===== src/rtl/out_uart_pkg.sv =====
// Shared types, frame constants and character helpers for the out_uart hex dumper.
package out_uart_pkg;

  typedef enum logic [1:0] {
    TX_IDLE  = 2'd0,
    TX_START = 2'd1,
    TX_DATA  = 2'd2,
    TX_STOP  = 2'd3
  } tx_state_t;

  localparam logic [7:0] CR          = 8'h0D;
  localparam logic [7:0] LF          = 8'h0A;
  localparam int         FRAME_CHARS = 18;
  localparam logic [4:0] LAST_CHR    = 5'(FRAME_CHARS - 1);

  function automatic logic [7:0] hex_ascii(input logic [3:0] n);
    if (n <= 4'd9) begin
      return 8'h30 + {4'h0, n};
    end
    return 8'h41 + {4'h0, n - 4'd10};
  endfunction

  // Characters 0..15 are nibbles of v, most significant first; 16/17 are CR/LF.
  function automatic logic [7:0] frame_char(input logic [63:0] v, input logic [4:0] k);
    logic [63:0] s;
    s = v << {k[3:0], 2'b00};
    if (k == 5'd16) begin
      return CR;
    end
    if (k == 5'd17) begin
      return LF;
    end
    return hex_ascii(s[63:60]);
  endfunction

endpackage


===== src/rtl/out_uart_tx.sv =====
// 8N1 byte serializer. A load during the last STOP cycle chains straight into
// the next START, so consecutive characters are exactly 10 bit periods apart.
//
// state    | meaning
// TX_IDLE  | line high, waiting for load
// TX_START | start bit (low)
// TX_DATA  | data bits, LSB first
// TX_STOP  | stop bit (high); done pulses in its final cycle
module out_uart_tx
  import out_uart_pkg::*;
#(
  parameter int BAUD_DIV = 868
) (
  input  logic       clk,
  input  logic       rst_n,
  input  logic       load,
  input  logic [7:0] d,
  output logic       txd,
  output logic       done,
  output logic       busy
);

  localparam int CW = $clog2(BAUD_DIV);
  localparam logic [CW-1:0] BAUD_LAST = CW'(BAUD_DIV - 1);

  tx_state_t     state, state_nxt;
  logic [CW-1:0] cnt, cnt_nxt;
  logic [2:0]    bit_idx, bit_nxt;
  logic [7:0]    shift, shift_nxt;
  logic          tick;

  assign tick = (cnt == '0);
  assign busy = (state != TX_IDLE);

  always_ff @(posedge clk) begin
    if (!rst_n) begin
      state   <= TX_IDLE;
      cnt     <= '0;
      bit_idx <= '0;
      shift   <= '0;
    end else begin
      state   <= state_nxt;
      cnt     <= cnt_nxt;
      bit_idx <= bit_nxt;
      shift   <= shift_nxt;
    end
  end

  always_comb begin
    state_nxt = state;
    cnt_nxt   = cnt;
    bit_nxt   = bit_idx;
    shift_nxt = shift;
    txd       = 1'b1;
    done      = 1'b0;
    case (state)
      TX_IDLE: begin
        if (load) begin
          state_nxt = TX_START;
          cnt_nxt   = BAUD_LAST;
          shift_nxt = d;
        end
      end
      TX_START: begin
        txd = 1'b0;
        if (tick) begin
          state_nxt = TX_DATA;
          cnt_nxt   = BAUD_LAST;
          bit_nxt   = 3'd0;
        end else begin
          cnt_nxt = cnt - 1'b1;
        end
      end
      TX_DATA: begin
        txd = shift[bit_idx];
        if (tick) begin
          cnt_nxt = BAUD_LAST;
          if (bit_idx == 3'd7) begin
            state_nxt = TX_STOP;
          end else begin
            bit_nxt = bit_idx + 3'd1;
          end
        end else begin
          cnt_nxt = cnt - 1'b1;
        end
      end
      TX_STOP: begin
        if (tick) begin
          done = 1'b1;
          if (load) begin
            state_nxt = TX_START;
            cnt_nxt   = BAUD_LAST;
            shift_nxt = d;
          end else begin
            state_nxt = TX_IDLE;
          end
        end else begin
          cnt_nxt = cnt - 1'b1;
        end
      end
      default: state_nxt = TX_IDLE;
    endcase
  end

endmodule


===== src/rtl/out_uart.sv =====
// Watches the CPU's 64-bit output register and dumps it as 16 hex chars + CR LF
// over UART whenever it changes or a dump is requested.
module out_uart
  import out_uart_pkg::*;
#(
  parameter int BAUD_DIV = 868
) (
  input  logic        clk,
  input  logic        rst_n,
  input  logic [63:0] d,
  input  logic        req,
  output logic        txd,
  output logic        busy
);

  logic [63:0] last;
  logic [63:0] shadow;
  logic [4:0]  chr_idx;
  logic        pend;

  logic        tx_busy;
  logic        tx_done;
  logic        tx_load;
  logic [7:0]  tx_byte;
  logic        idle;
  logic        changed;
  logic        trigger;
  logic        advance;

  assign idle    = !tx_busy;
  assign changed = (d != last);
  assign trigger = changed || req || pend;
  assign advance = tx_done && (chr_idx != LAST_CHR);
  assign busy    = tx_busy;

  // The first character comes straight from d so START begins the cycle after the trigger.
  always_comb begin
    tx_load = 1'b0;
    tx_byte = frame_char(shadow, chr_idx + 5'd1);
    if (idle && trigger) begin
      tx_load = 1'b1;
      tx_byte = frame_char(d, 5'd0);
    end else if (advance) begin
      tx_load = 1'b1;
    end
  end

  always_ff @(posedge clk) begin
    if (!rst_n) begin
      last    <= '0;
      shadow  <= '0;
      pend    <= 1'b0;
      chr_idx <= '0;
    end else if (idle) begin
      if (trigger) begin
        shadow  <= d;
        last    <= d;
        pend    <= 1'b0;
        chr_idx <= '0;
      end
    end else begin
      if (req || changed) begin
        pend <= 1'b1;
      end
      if (advance) begin
        chr_idx <= chr_idx + 5'd1;
      end
    end
  end

  out_uart_tx #(
    .BAUD_DIV(BAUD_DIV)
  ) u_tx (
    .clk  (clk),
    .rst_n(rst_n),
    .load (tx_load),
    .d    (tx_byte),
    .txd  (txd),
    .done (tx_done),
    .busy (tx_busy)
  );

endmodule


===== config.mk =====
export PLATFORM = sky130hd
export DESIGN_NAME = out_uart
export DESIGN_NICKNAME = d
export VERILOG_FILES = /design/src/rtl/out_uart_pkg.sv /design/src/rtl/out_uart_tx.sv /design/src/rtl/out_uart.sv
export SDC_FILE = /design/constraint.sdc
export NUM_CORES = 1
export LEC_CHECK = 0
export BUFFER_PORTS_ARGS = -buffer_cell sky130_fd_sc_hd__buf_2
export CORE_UTILIZATION = 60
export CTS_BUF_LIST = sky130_fd_sc_hd__clkbuf_16
export DETAILED_ROUTE_END_ITERATION = 12
export PLACE_DENSITY_LB_ADDON = 0.08
export SETUP_SLACK_MARGIN = 0.4
export SYNTH_ARGS = -nofsm -noshare
export SYNTH_HDL_FRONTEND = slang
export SYNTH_SLANG_ARGS = --single-unit

===== constraint.sdc =====
create_clock -name clk -period 6 [get_ports clk]
set_input_delay 0.3 -clock clk [delete_from_list [all_inputs] [get_ports clk]]
set_output_delay 0.3 -clock clk [all_outputs]
set_load 0.02 [all_outputs]

== Word level (Yosys, flattened, before mapping) ==
Index checks and enable logic that the tools add are counted.

* Register bits: 93
* Input port bits: 67
* Output and inout bits: 2
* Logic and storage cells: 103

* Add/sub/neg operators: 9
* Magnitude comparators: 3
* Equality and inequality tests: 16
* Shift-type cells: 1
* Multiplexer cells: 48
* Bitwise logic cells: 1
* Reduce and logical (&&, ||, !) cells: 18

{| class="wikitable"
|+ Operators with widths
! operator !! count
|-
| 8-bit 2-to-1 mux || 11
|-
| 64-bit != test || 1
|-
| 64-bit by 6-bit left shift with 64-bit output || 1
|-
| 10-bit 2-to-1 mux || 3
|-
| 10-bit one-hot mux with 3 select lines || 1
|-
| 1-bit 2-to-1 mux || 17
|-
| 7-bit by 4-bit adder with 8-bit output, first input constant || 2
|-
| 8-bit one-hot mux with 2 select lines || 1
|-
| 5-bit 2-to-1 mux || 3
|-
| 6-bit by 4-bit adder with 7-bit output, first input constant || 2
|-
| 2-bit by 1-bit != test with 1-bit output, second input constant || 6
|-
| 5-bit equality test, second input constant || 2
|-
| 10-bit logical NOT || 1
|-
| 2-bit 2-to-1 mux || 5
|-
| 10-bit by 1-bit subtractor with 10-bit output, second input constant || 1
|-
| 3-bit 2-to-1 mux || 3
|-
| 4-bit <= comparator, second input constant || 2
|-
| 2-bit one-hot mux with 4 select lines || 1
|-
| 2-bit AND reduction || 4
|-
| 2-bit nonzero test || 4
|-
| 4-bit subtractor, second input constant || 2
|-
| 3-bit one-hot mux with 2 select lines || 1
|-
| 5-bit by 1-bit adder with 5-bit output, second input constant || 1
|-
| 5-bit != test, second input constant || 1
|-
| other kinds (16) || 20
|}

== Longest topological paths before layout ==
* Depth in word-level cells: 13
* Mapped depth: 17
* Depth with buffers taken out: 14

== By module ==
Synthesis repeated with hierarchy kept, for this count alone.

* Cell total of the unflattened synthesis: 650
* Area, all modules: 6,113.4 sq um

{| class="wikitable"
|+ Modules (own cells, without submodules)
! module !! instances !! cells an instance !! area an instance (sq um) !! sequential area each (sq um)
|-
| out_uart || 1 || 489 || 4,715.8 || 1,401.3
|-
| out_uart_tx || 1 || 161 || 1,397.6 || 460.4
|}

== Worst setup path after synthesis ==
OpenSTA, ideal clock, no wires.

* Kind: register -> register
* From: register chr_idx[0]
* To: register u_tx.shift[1]
* Setup time: 0.060 ns
* Arrival time: 4.012 ns
* Required time: 5.940 ns
* Slack: 1.928 ns
* Cell stages (with the launch flop): 17
* Path buffers: 3
* Period minus slack after synthesis: 4.072 ns
* Path through: dfxtp_1 > buf_2 > inv_1 > ha_1 > buf_2 > clkbuf_1 > mux4_2 > mux2_2 > o21ai_0 > ha_1 > o21ai_0 > o22ai_1 > inv_1 > a22oi_4 > mux2_1 > a21oi_1 > o221a_1

* Cells in the longest elaborated chain, start to end: 13
* Elaborated cells between the ends (all ways): 27
* Classes of those cells: 4 x add/sub; 1 x order compare; 3 x eq/ne; 1 x shift; 17 x mux; 1 x reduce/logical

{| class="wikitable"
|+ RTL lines
! item !! RTL line !! text
|-
| from (decl) || out_uart.sv:18 || <nowiki>logic [4:0] chr_idx;</nowiki>
|-
| from (signal assigned) || out_uart.sv:66 || <nowiki>chr_idx <= chr_idx + 5'd1;</nowiki>
|-
| branches (longest 10 deep; another with 7-bit by 4-bit adder with 8-bit output) || -- ||
|-
| 8-bit 2-to-1 mux * || out_uart_tx.sv:58, out_uart_tx.sv:90 ||
|-
| 8-bit 2-to-1 mux || out_uart_tx.sv:88 || <nowiki>if (tick) begin</nowiki>
|-
| 8-bit one-hot mux with 2 select lines * || out_uart_tx.sv:56 || <nowiki>case (state)</nowiki>
|-
| to (signal assigned) || out_uart_tx.sv:45 || <nowiki>shift <= shift_nxt;</nowiki>
|-
| to (decl) || out_uart_tx.sv:29 || <nowiki>logic [7:0] shift, shift_nxt;</nowiki>
|}

Mark *: on every way between the ends. The select of a mux whose other input is x is not followed.
A chain may end at the register's enable or synchronous reset.

== Worst setup path in the final report ==
* From: register chr_idx[1]
* To: register u_tx.shift[1]

The elaborated chain is that of the path after synthesis.

==> run metrics <==
multi-input combinational cell area=3393 um2; worst clock skew=0.009281 ns; Synth Net Count=768; hold buffers post-CTS=0; cell leakage power=0.002452 uW; count of unique library cells instantiated by Yosys=59; setup bufs post-CTS=0; number of vias after detailed routing=between 5000 and 6000; vias in the first global route=roughly 4900; Post-DRT Antenna Nets=0; Ant. Diodes=0; clock-pin slew of the registers on the worst-case setup and hold paths=0.07 ns; met2 track demand over resource=53.79%; largest net degree at the start of global routing=67; fraction of power consumed by the clock network=23.0%; DRC violation count after routing=1; number of storage elements in the synthesis netlist=slightly above 90; # port buffers=68; number of antenna violations at the first check in global routing=0; critical path required time=6.28 ns; main combinational cell family by area after synthesis=simple AND/OR/NAND/NOR gates; most used flip-flop cell after synthesis=sky130_fd_sc_hd__dfxtp_1; area after detailed placement=5864 um2; Post-CTS Resized=0; arrival time of the worst setup path=4.65 ns; mux cell area share after synthesis=under 10%; Psw=1124 uW; endpoint type of the worst setup path=flop; fraction of final layout cells sized beyond drive strength 1=17.01%; ys async rst share=0%; Die X-Extent=97.90 um; Max rail drop VDD=0.0002651 V; number of detailed-route iterations in the first pass=9; final setup violating endpoints=0; areal power density over the cells=443.7 nW/um2; switching part of the total=40.88%; sequential area share after synthesis=33.38%; commonest cells after routing, fill and taps aside=sky130_fd_sc_hd__nand2_1, sky130_fd_sc_hd__dfxtp_1, sky130_fd_sc_hd__a21oi_1; Overflow after GRT=0; Core Footprint=8806 um2; EDFF count, synth=0; global route hottest layer=met2; area of all placed cells without fillers=6195 um2; worst setup path class=flop to flop; number of I/O pins=69; largest fanout on the critical path=19; simple-gate portion of the synthesized area=19.68%; unrepaired setup endpoints after global routing=false; Total Routing Usage GR=31.95%; global-route met3 utilization=6.299%; post-synthesis share of cell area spent on full adders, half adders and majority gates=4.535%; DRT Wirelength=14710 um; Sequential Power Share=36.1%; highest clock rate=approximately 230 MHz; cts bufs inserted=9; result of the run=finished, violations left; detailed-placement wirelength estimate=10600 um; clock sink count=92; kind of start point of the critical path=flop; R2R setup slack=1.63 ns; violations in the final reports=DRC; Post-Synth XOR/XNOR Area=10.00%; max capacitance violation total=0; combinational fraction of design power=40.9%; effective utilization at floorplan=62.66%; gp weighted congestion=1.008; total of fill cells in the finished design=~710; DRC violation total after the first TritonRoute iteration=361; Slew HR=23.95%; class of the most critical hold timing path=primary input to flop; count of mapped cells out of synthesis=just under 700; Final Net Count=817; Tcrit/Tclk final=72.78%; Final Hold Vio Count=0; met1 GRT Util=39.16%; number of core rows=34; pin slew with the least headroom to its limit=1.141 ns; die footprint=between 9000 and 10000 um2; Power, Total=between 2000 and 3000 uW; Root Buffer Master=sky130_fd_sc_hd__clkbuf_16; clock insertion delay at the later pin of the skew report=0.34 ns; area added between synthesis and finish=12.27%; Setup TNS Final=0 ns; via-per-instance ratio=6.074; Yosys Warn Count=0; post-synthesis area per instance=approximately 8 um2; most frequent standard cell in the layout excluding fill and tap cells=sky130_fd_sc_hd__nand2_1; H-tree levels=3; Clock Tree Buf Depth=2; Routed wire per std cell=~17 um; final critical path time including I/O delays and setup=between 4 and 5 ns; compound-cell area share of the yosys netlist=18.16%; Post-Syn Area=about 5500 um2; cell internal power dissipation=1625 uW; clock tree from TritonCTS=yes; first-pass GRT wire length=around 24000 um; footprint of the flip-flops and latches=1842 um2; die boundary height=between 90 and 100 um; number of max-slew violations in the final report=0
==> power by group through the flow <==
stage	sequential, uW	combinational (uW)	clock, uW
6_report	992	1120	633
5_1_grt	1010	1250	669
4_1_cts	985	1120	638
3_5_place_dp	996	1110	0
3_3_place_gp	990	1080	0
2_1_floorplan	925	915	0
==> layout make-up <==
cell class	count	share of cell area, %
Multi-Input combinational cell	524	54.78
Timing Repair Buffer	74	6.221
Clock buffer	9	3.636
Tap cell	108	2.181
Sequential cell	92	29.73
Inverter	29	1.757
Clock inverter	7	1.697
==> per-stage QoR <==
| stage | util, % | hold WS, ns | setup WS (ns) | instances |
|---|---|---|---|---|
| 6_report | 70.35 | 0.2056 | 1.633 | 843 |
| 4_1_cts | 70.35 | 0.2029 | 1.691 | 843 |
| 3_5_place_dp | 66.60 | 0.4614 | 1.721 | 827 |
| 3_3_place_gp | 66.60 | 0.4560 | 1.932 | 827 |
| 5_1_grt | 70.35 | 0.2027 | 1.278 | 843 |
| 2_1_floorplan | - | 0.4360 | 1.928 | 681 |
==> path summary, 6_finish.rpt <==
kind / startpoint / to / depth (start not counted)
max: chr_idx[1]$_SDFFE_PN0P_ / u_tx.shift[1]$_SDFFE_PN0P_ / 13
min: d[15] / shadow[15]$_SDFFE_PN0P_ / 3
max reg2reg: chr_idx[1]$_SDFFE_PN0P_ / u_tx.shift[1]$_SDFFE_PN0P_ / 13
min reg2reg: shadow[5]$_SDFFE_PN0P_ / shadow[5]$_SDFFE_PN0P_ / 2
==> routing by layer <==
metal,vias up,part of all wire (%)
li1,2469,-
met1,2411,41
met2,208,49
met3,32,6.2
met4,0,4.0
met5,-,0
==> registers in the layout, summed over array words and instances (netlist names) <==
| name | count |
|---|---|
| shadow | 64 |
| u_tx.cnt | 10 |
| u_tx.shift | 7 |
| chr_idx | 5 |
| u_tx.bit_idx | 3 |
| u_tx.state | 2 |
| pend | 1 |
==> synth_stat cells, types with 14 or more instances <==
master	count	area, um2
sky130_fd_sc_hd__inv_1	27	101.4
sky130_fd_sc_hd__nor2_1	26	97.59
sky130_fd_sc_hd__mux4_2	16	360.4
sky130_fd_sc_hd__a21oi_1	87	435.4
sky130_fd_sc_hd__o21ai_0	23	115.1
sky130_fd_sc_hd__clkbuf_1	22	82.58
sky130_fd_sc_hd__nand3_1	14	70.07
sky130_fd_sc_hd__nand2_1	159	596.8
sky130_fd_sc_hd__ha_1	20	250.2
sky130_fd_sc_hd__xnor2_1	53	464.2
sky130_fd_sc_hd__a31oi_1	16	100.1
sky130_fd_sc_hd__dfxtp_1	92	1842
==> cells by family (layout without fill, tap and decap cells) <==
logic type	count (synthesis)	count (layout)
AND/OR/NAND/NOR	245	245
AO/OA/AOI/OAI	168	168
flip-flops	92	92
buffers and inverters	65	119
XOR/XNOR	63	63
multiplexers	28	28
adder cells (fa/ha/maj)	20	20
==> critical path: stages, from the launching register on <==
cell,delay [ns]
sky130_fd_sc_hd__dfxtp_1,0.41
sky130_fd_sc_hd__inv_1,0.09
sky130_fd_sc_hd__ha_1,0.77
sky130_fd_sc_hd__mux4_2,0.41
sky130_fd_sc_hd__mux2_2,0.27
sky130_fd_sc_hd__o21ai_0,0.58
sky130_fd_sc_hd__ha_1,0.38
sky130_fd_sc_hd__o21ai_0,0.15
sky130_fd_sc_hd__o22ai_1,0.21
sky130_fd_sc_hd__inv_1,0.10
sky130_fd_sc_hd__a22oi_4,0.24
sky130_fd_sc_hd__mux2_1,0.36
sky130_fd_sc_hd__a21oi_1,0.15
sky130_fd_sc_hd__o221a_1,0.18
No activity file was read; power rests on OpenSTA's default activity.
